## src/rtl/vblank_write_arbiter.sv

```systemverilog
`timescale 1ns/1ps
// Round-robin arbiter that shares one RAM write port between N_REQ requesters,
// issuing writes only inside the vertical blanking window.
module vblank_write_arbiter #(
  parameter int N_REQ     = 4,
  parameter int ADDR_W    = 12,
  parameter int DATA_W    = 12,
  parameter int LAST_LINE = 803
) (
  input  logic                    clk,
  input  logic                    rst,
  input  logic                    vblnk,
  input  logic [10:0]             vcount,
  input  logic [N_REQ-1:0]        req,
  input  logic [N_REQ*ADDR_W-1:0] req_addr,
  input  logic [N_REQ*DATA_W-1:0] req_data,
  output logic [N_REQ-1:0]        gnt,
  output logic                    mem_we,
  output logic [ADDR_W-1:0]       mem_addr,
  output logic [DATA_W-1:0]       mem_data,
  output logic                    win_open,
  output logic [7:0]              miss_cnt
);

  localparam int RR_W = (N_REQ > 1) ? $clog2(N_REQ) : 1;
  localparam logic [10:0] LAST_LINE_V = 11'(LAST_LINE);

  typedef enum logic [1:0] {
    IDLE   = 2'd0,
    WINDOW = 2'd1,
    CLOSED = 2'd2
  } state_t;

  state_t            state_q;
  logic              vblnkPrev_q;
  logic              armed_q;
  logic [RR_W-1:0]   rr_q;
  logic [RR_W-1:0]   rr_d;
  logic [N_REQ-1:0]  gnt_q;
  logic [N_REQ-1:0]  gnt_d;
  logic              memWe_q;
  logic [ADDR_W-1:0] memAddr_q;
  logic [ADDR_W-1:0] memAddr_d;
  logic [DATA_W-1:0] memData_q;
  logic [DATA_W-1:0] memData_d;
  logic              winOpen_q;
  logic [7:0]        missCnt_q;

  logic [N_REQ-1:0]  eligible;
  logic              anyEligible;
  logic [RR_W-1:0]   winner;
  logic [RR_W-1:0]   idx;
  logic              vblnkRise;
  logic              pastLast;
  logic              closeNow;

  // armed_q blocks a window opening when reset releases in the middle of a blank
  assign vblnkRise = vblnk & ~vblnkPrev_q & armed_q;
  assign pastLast  = (vcount > LAST_LINE_V);
  assign closeNow  = pastLast | ~vblnk;

  // Scan offsets from the highest down so the one closest to rr wins last
  always_comb begin
    eligible    = req & ~gnt_q;
    anyEligible = 1'b0;
    winner      = '0;
    idx         = '0;
    for (int k = N_REQ - 1; k >= 0; k--) begin
      idx = RR_W'((int'(rr_q) + k) % N_REQ);
      if (eligible[idx]) begin
        anyEligible = 1'b1;
        winner      = idx;
      end
    end
    rr_d      = (int'(winner) == N_REQ - 1) ? '0 : winner + 1'b1;
    gnt_d     = '0;
    memAddr_d = req_addr[ADDR_W-1:0];
    memData_d = req_data[DATA_W-1:0];
    for (int k = 0; k < N_REQ; k++) begin
      if (winner == RR_W'(k)) begin
        gnt_d[k]  = anyEligible;
        memAddr_d = req_addr[k*ADDR_W +: ADDR_W];
        memData_d = req_data[k*DATA_W +: DATA_W];
      end
    end
  end

  always_ff @(posedge clk or posedge rst) begin
    if (rst) begin
      state_q     <= IDLE;
      vblnkPrev_q <= 1'b0;
      armed_q     <= 1'b0;
      rr_q        <= '0;
      gnt_q       <= '0;
      memWe_q     <= 1'b0;
      memAddr_q   <= '0;
      memData_q   <= '0;
      winOpen_q   <= 1'b0;
      missCnt_q   <= '0;
    end else begin
      vblnkPrev_q <= vblnk;
      if (!vblnk) begin
        armed_q <= 1'b1;
      end
      gnt_q   <= '0;
      memWe_q <= 1'b0;
      case (state_q)
        IDLE: begin
          if (vblnkRise && !pastLast) begin
            state_q   <= WINDOW;
            winOpen_q <= 1'b1;
          end
        end
        WINDOW: begin
          if (closeNow) begin
            state_q   <= CLOSED;
            winOpen_q <= 1'b0;
            if (|req && missCnt_q != 8'hFF) begin
              missCnt_q <= missCnt_q + 8'd1;
            end
          end else if (anyEligible) begin
            gnt_q     <= gnt_d;
            memWe_q   <= 1'b1;
            memAddr_q <= memAddr_d;
            memData_q <= memData_d;
            rr_q      <= rr_d;
          end
        end
        CLOSED: begin
          if (!vblnk) begin
            state_q <= IDLE;
          end
        end
        default: begin
          state_q   <= IDLE;
          winOpen_q <= 1'b0;
        end
      endcase
    end
  end

  assign gnt      = gnt_q;
  assign mem_we   = memWe_q;
  assign mem_addr = memAddr_q;
  assign mem_data = memData_q;
  assign win_open = winOpen_q;
  assign miss_cnt = missCnt_q;

endmodule
```

## config.mk

```make
export PLATFORM = sky130hd
export DESIGN_NAME = vblank_write_arbiter
export DESIGN_NICKNAME = d
export VERILOG_FILES = /design/src/rtl/vblank_write_arbiter.sv
export SDC_FILE = /design/constraint.sdc
export NUM_CORES = 1
export LEC_CHECK = 0
export ABC_AREA = 1
export BUFFER_PORTS_ARGS = -buffer_cell sky130_fd_sc_hd__buf_2
export CORE_MARGIN = 10
export CORE_UTILIZATION = 35
export CTS_CLUSTER_DIAMETER = 150
export DETAILED_ROUTE_END_ITERATION = 16
export GPL_ROUTABILITY_DRIVEN = 0
export PLACE_DENSITY = 0.65
export SLEW_MARGIN = 30
export SYNTH_ARGS = -nofsm -noshare
export SYNTH_HDL_FRONTEND = slang
export SYNTH_SLANG_ARGS = --single-unit
```

## constraint.sdc

```tcl
create_clock -name clk -period 5.6 [get_ports clk]
set_input_delay 0.56 -clock clk [delete_from_list [all_inputs] [get_ports clk]]
set_output_delay 0.56 -clock clk [all_outputs]
set_load 0.01 [all_outputs]
```

==> reports/results.txt <==
global-route wire length before repair - 14300 µm
Pint - 1.04 mW
maximum vdd ir drop - 0.297 mV
root buf cell - sky130_fd_sc_hd__clkbuf_8
cell count after synthesis - 424
sequential fraction of the synthesis area - 38.8%
clock buffer depth - 2
number of global-route vias before repair - 3045
syn nets - 543
max-cap violation count - 0
largest fanout on the critical path - 25
Filler Cells Inserted - 829
area of all placed cells without fillers - 0.00372 mm²
Worst Tran Pin Value - 0.785 ns
Crit. End Element - flop
Post-synth EDFFs - 0
P_leak - 2.13 nW
via total after detailed routing - 3070
Congestion Overflow GR - 0
count of different cell masters after synthesis - 22
pwr dens - 551 mW/mm²
final clock period utilization by the worst path - 54.5%
area of the mapped netlist - 0.00284 mm²
horizontal die dimension - 110 µm
number of nets in the layout - 678
RSZ-0062 raised after global routing - no
most instantiated cells after synthesis - sky130_fd_sc_hd__nand2_1, sky130_fd_sc_hd__o21ai_0, sky130_fd_sc_hd__dfrtp_1
sort of element at the start of the critical path - flop
number of synthesized register bits - 44
final WL - 9020 µm
Buffers on Ports - 149
register-to-register setup slack - 2.55 ns
number of cells upsized or downsized after cts - 0
clock latency of the later-clocked register in the worst-skew pair - 0.30 ns
share of power burned in the clock network - 13.8%
core area - 0.00781 mm²
most used flip-flop cell after synthesis - sky130_fd_sc_hd__dfrtp_1
cell taking the most area after synthesis - sky130_fd_sc_hd__dfrtp_1
number of placement rows - 32
final number of max-transition violations - 0
worst relative slew slack - 47.7%
power consumption - 2.05 mW
detailed router's first-iteration violation count - 130
final setup margin - 2.55 ns
CTS tree - built
fraction of layout instances using a drive strength above 1 - 30.8%
RR Startpoint - rr_q[0]
area share of the largest cell type after synthesis - 38.8%
pre-CTS setup slack - 2.11 ns
half-perimeter wire length after detailed placement - 7060 µm
hold bufs inserted after CTS - 0
synth top area cells - sky130_fd_sc_hd__dfrtp_1, sky130_fd_sc_hd__nand2_1, sky130_fd_sc_hd__o21ai_0
Post-Synthesis Mean Instance Area - 6.69 µm²
number of I/O pins - 152
fraction of power consumed by combinational cells - 62.3%
DR pass1 iterations - 8
total setup violations reported at the end of the flow - 0
smallest hold slack - 0.362 ns
status - finished, final reports clean
clock tree skew after final layout - 0.00957 ns
WL/cell - 13.6 µm
effective utilization at floorplan - 36.3%
die footprint - 0.0121 mm²
post-CTS setup repair buffer count - 0
arrival time at the worst endpoint - 3.25 ns
y dimension of the die - 110 µm
post-layout minimum cycle time - 3.05 ns
switching component of the power - 1.01 mW
highest clock rate - 328 MHz
overall routing resource usage - 14.6%
Crit Reg-Reg Endpoint - mem_addr[10]
switching fraction of total power - 49.3%
total CTS buffers - 5
WP data required - 5.79 ns
number of antenna violations at the first check in global routing - 0
CTS sink cnt - 44
count of warnings emitted by yosys - 0
instance area at placement - 0.00359 mm²
antenna violation net count after detailed routing - 0
portion of total power attributed to sequential cells - 24.0%
crit path kind - reg -> reg
Area Overhead vs Synth - 31.1%
largest net degree at the start of global routing - 50
ratio of routed vias to standard cells - 4.64
H-tree Lvls - 2
post-CTS clock slew at the launch and capture registers of the worst setup and hold paths - 0.09 ns
final count of hold timing violations - 0
Residual DRC - 0
worst hold path type - in -> async
number of diodes - 0
sum of negative setup slack - 0 ns
most frequent cell after synthesis - sky130_fd_sc_hd__nand2_1
ys async rst share - 100%
R2R depth - 18
cell families (layout without fill, tap and decap cells):
logic type / after synthesis / after routing / share of synthesized area (%)
compound gates: 55 / 55 / 9.88
xor+xnor: 9 / 9 / 2.78
simple gates: 261 / 261 / 37.8
fa+ha+maj: 5 / 5 / 2.21
flops: 44 / 44 / 38.8
buf+inv: 50 / 185 / 8.51
state kept, by name, indices dropped and copies added, names as in the netlist, 2 cells and up:
signal / count
miss_cnt: 8
mem_addr: 12
gnt: 4
rr_q: 2
mem_data: 12
state_q: 2
power groups by stage:
stage	clock (mW)	sequential [mW]	combinational, mW
6_report	0.282	0.491	1.28
3_5_place_dp	0	0.497	1.30
5_1_grt	0.302	0.507	1.50
2_1_floorplan	0	0.519	0.928
3_3_place_gp	0	0.491	1.27
4_1_cts	0.291	0.492	1.30
worst max-delay path: stages (launching register included):
cell and delay, ns:
sky130_fd_sc_hd__dfrtp_1 0.63, sky130_fd_sc_hd__inv_1 0.13, sky130_fd_sc_hd__nand3_1 0.11, sky130_fd_sc_hd__nand2_2 0.07
sky130_fd_sc_hd__nand2_1 0.06, sky130_fd_sc_hd__nand2_1 0.05, sky130_fd_sc_hd__inv_1 0.06, sky130_fd_sc_hd__nand2_1 0.07
sky130_fd_sc_hd__nand2_1 0.06, sky130_fd_sc_hd__nand2_1 0.06, sky130_fd_sc_hd__nand2_1 0.13, sky130_fd_sc_hd__ha_2 0.55
sky130_fd_sc_hd__inv_2 0.35, sky130_fd_sc_hd__nand2_1 0.13, sky130_fd_sc_hd__nand3_1 0.07, sky130_fd_sc_hd__o21ai_0 0.15
sky130_fd_sc_hd__o21ai_0 0.12, sky130_fd_sc_hd__nand2_1 0.10, sky130_fd_sc_hd__nand2_1 0.05
worst max path at each step:
stage	startpoint	to	cells past startpoint
after floorplan	rr_q[0]	mem_addr[0]	18
after global placement	req[2]	mem_addr[10]	17
after detailed placement	rr_q[0]	mem_addr[10]	18
after CTS	rr_q[0]	mem_addr[10]	18
after global routing	rr_q[0]	mem_addr[10]	18
final	rr_q[0]	mem_addr[10]	18
cells in the final DEF, fill, tap and decap left out, types with 5 or more instances in the layout:
cell type,n
sky130_fd_sc_hd__buf_2,149
sky130_fd_sc_hd__clkbuf_8,5
sky130_fd_sc_hd__dfrtp_1,44
sky130_fd_sc_hd__inv_1,24
sky130_fd_sc_hd__nand2_1,197
sky130_fd_sc_hd__nand3_1,36
sky130_fd_sc_hd__nor2_1,14
sky130_fd_sc_hd__o21ai_0,52
sky130_fd_sc_hd__xnor2_1,6
layout make-up:
class	count	area, µm²	area share (%)
repair buffers	151	761	20.5
flip-flops and latches	44	1100	29.6
well taps	102	128	3.43
multi-input cells	330	1500	40.3
inverters	27	103	2.76
clock buffers	5	68.8	1.85
clock inverters	2	60.1	1.61
per-layer routing:
metal  GRT usage [%]  vias to the layer above  part of all wire, %
li1                -                     1606                    -
met1            16.3                     1344                   41
met2            25.8                      111                   49
met3            5.63                        9                  9.4
met4            3.07                        0                 0.82
met5               0                        -                    0
through the flow:
| step | instances | utilization, % |
|---|---|---|
| after floorplan | 424 | - |
| after global placement | 654 | 45.9 |
| after global routing | 661 | 47.6 |
| after CTS | 661 | 47.6 |
| after detailed placement | 654 | 45.9 |
| final | 661 | 47.6 |
No activity file was read; power rests on OpenSTA's default activity.
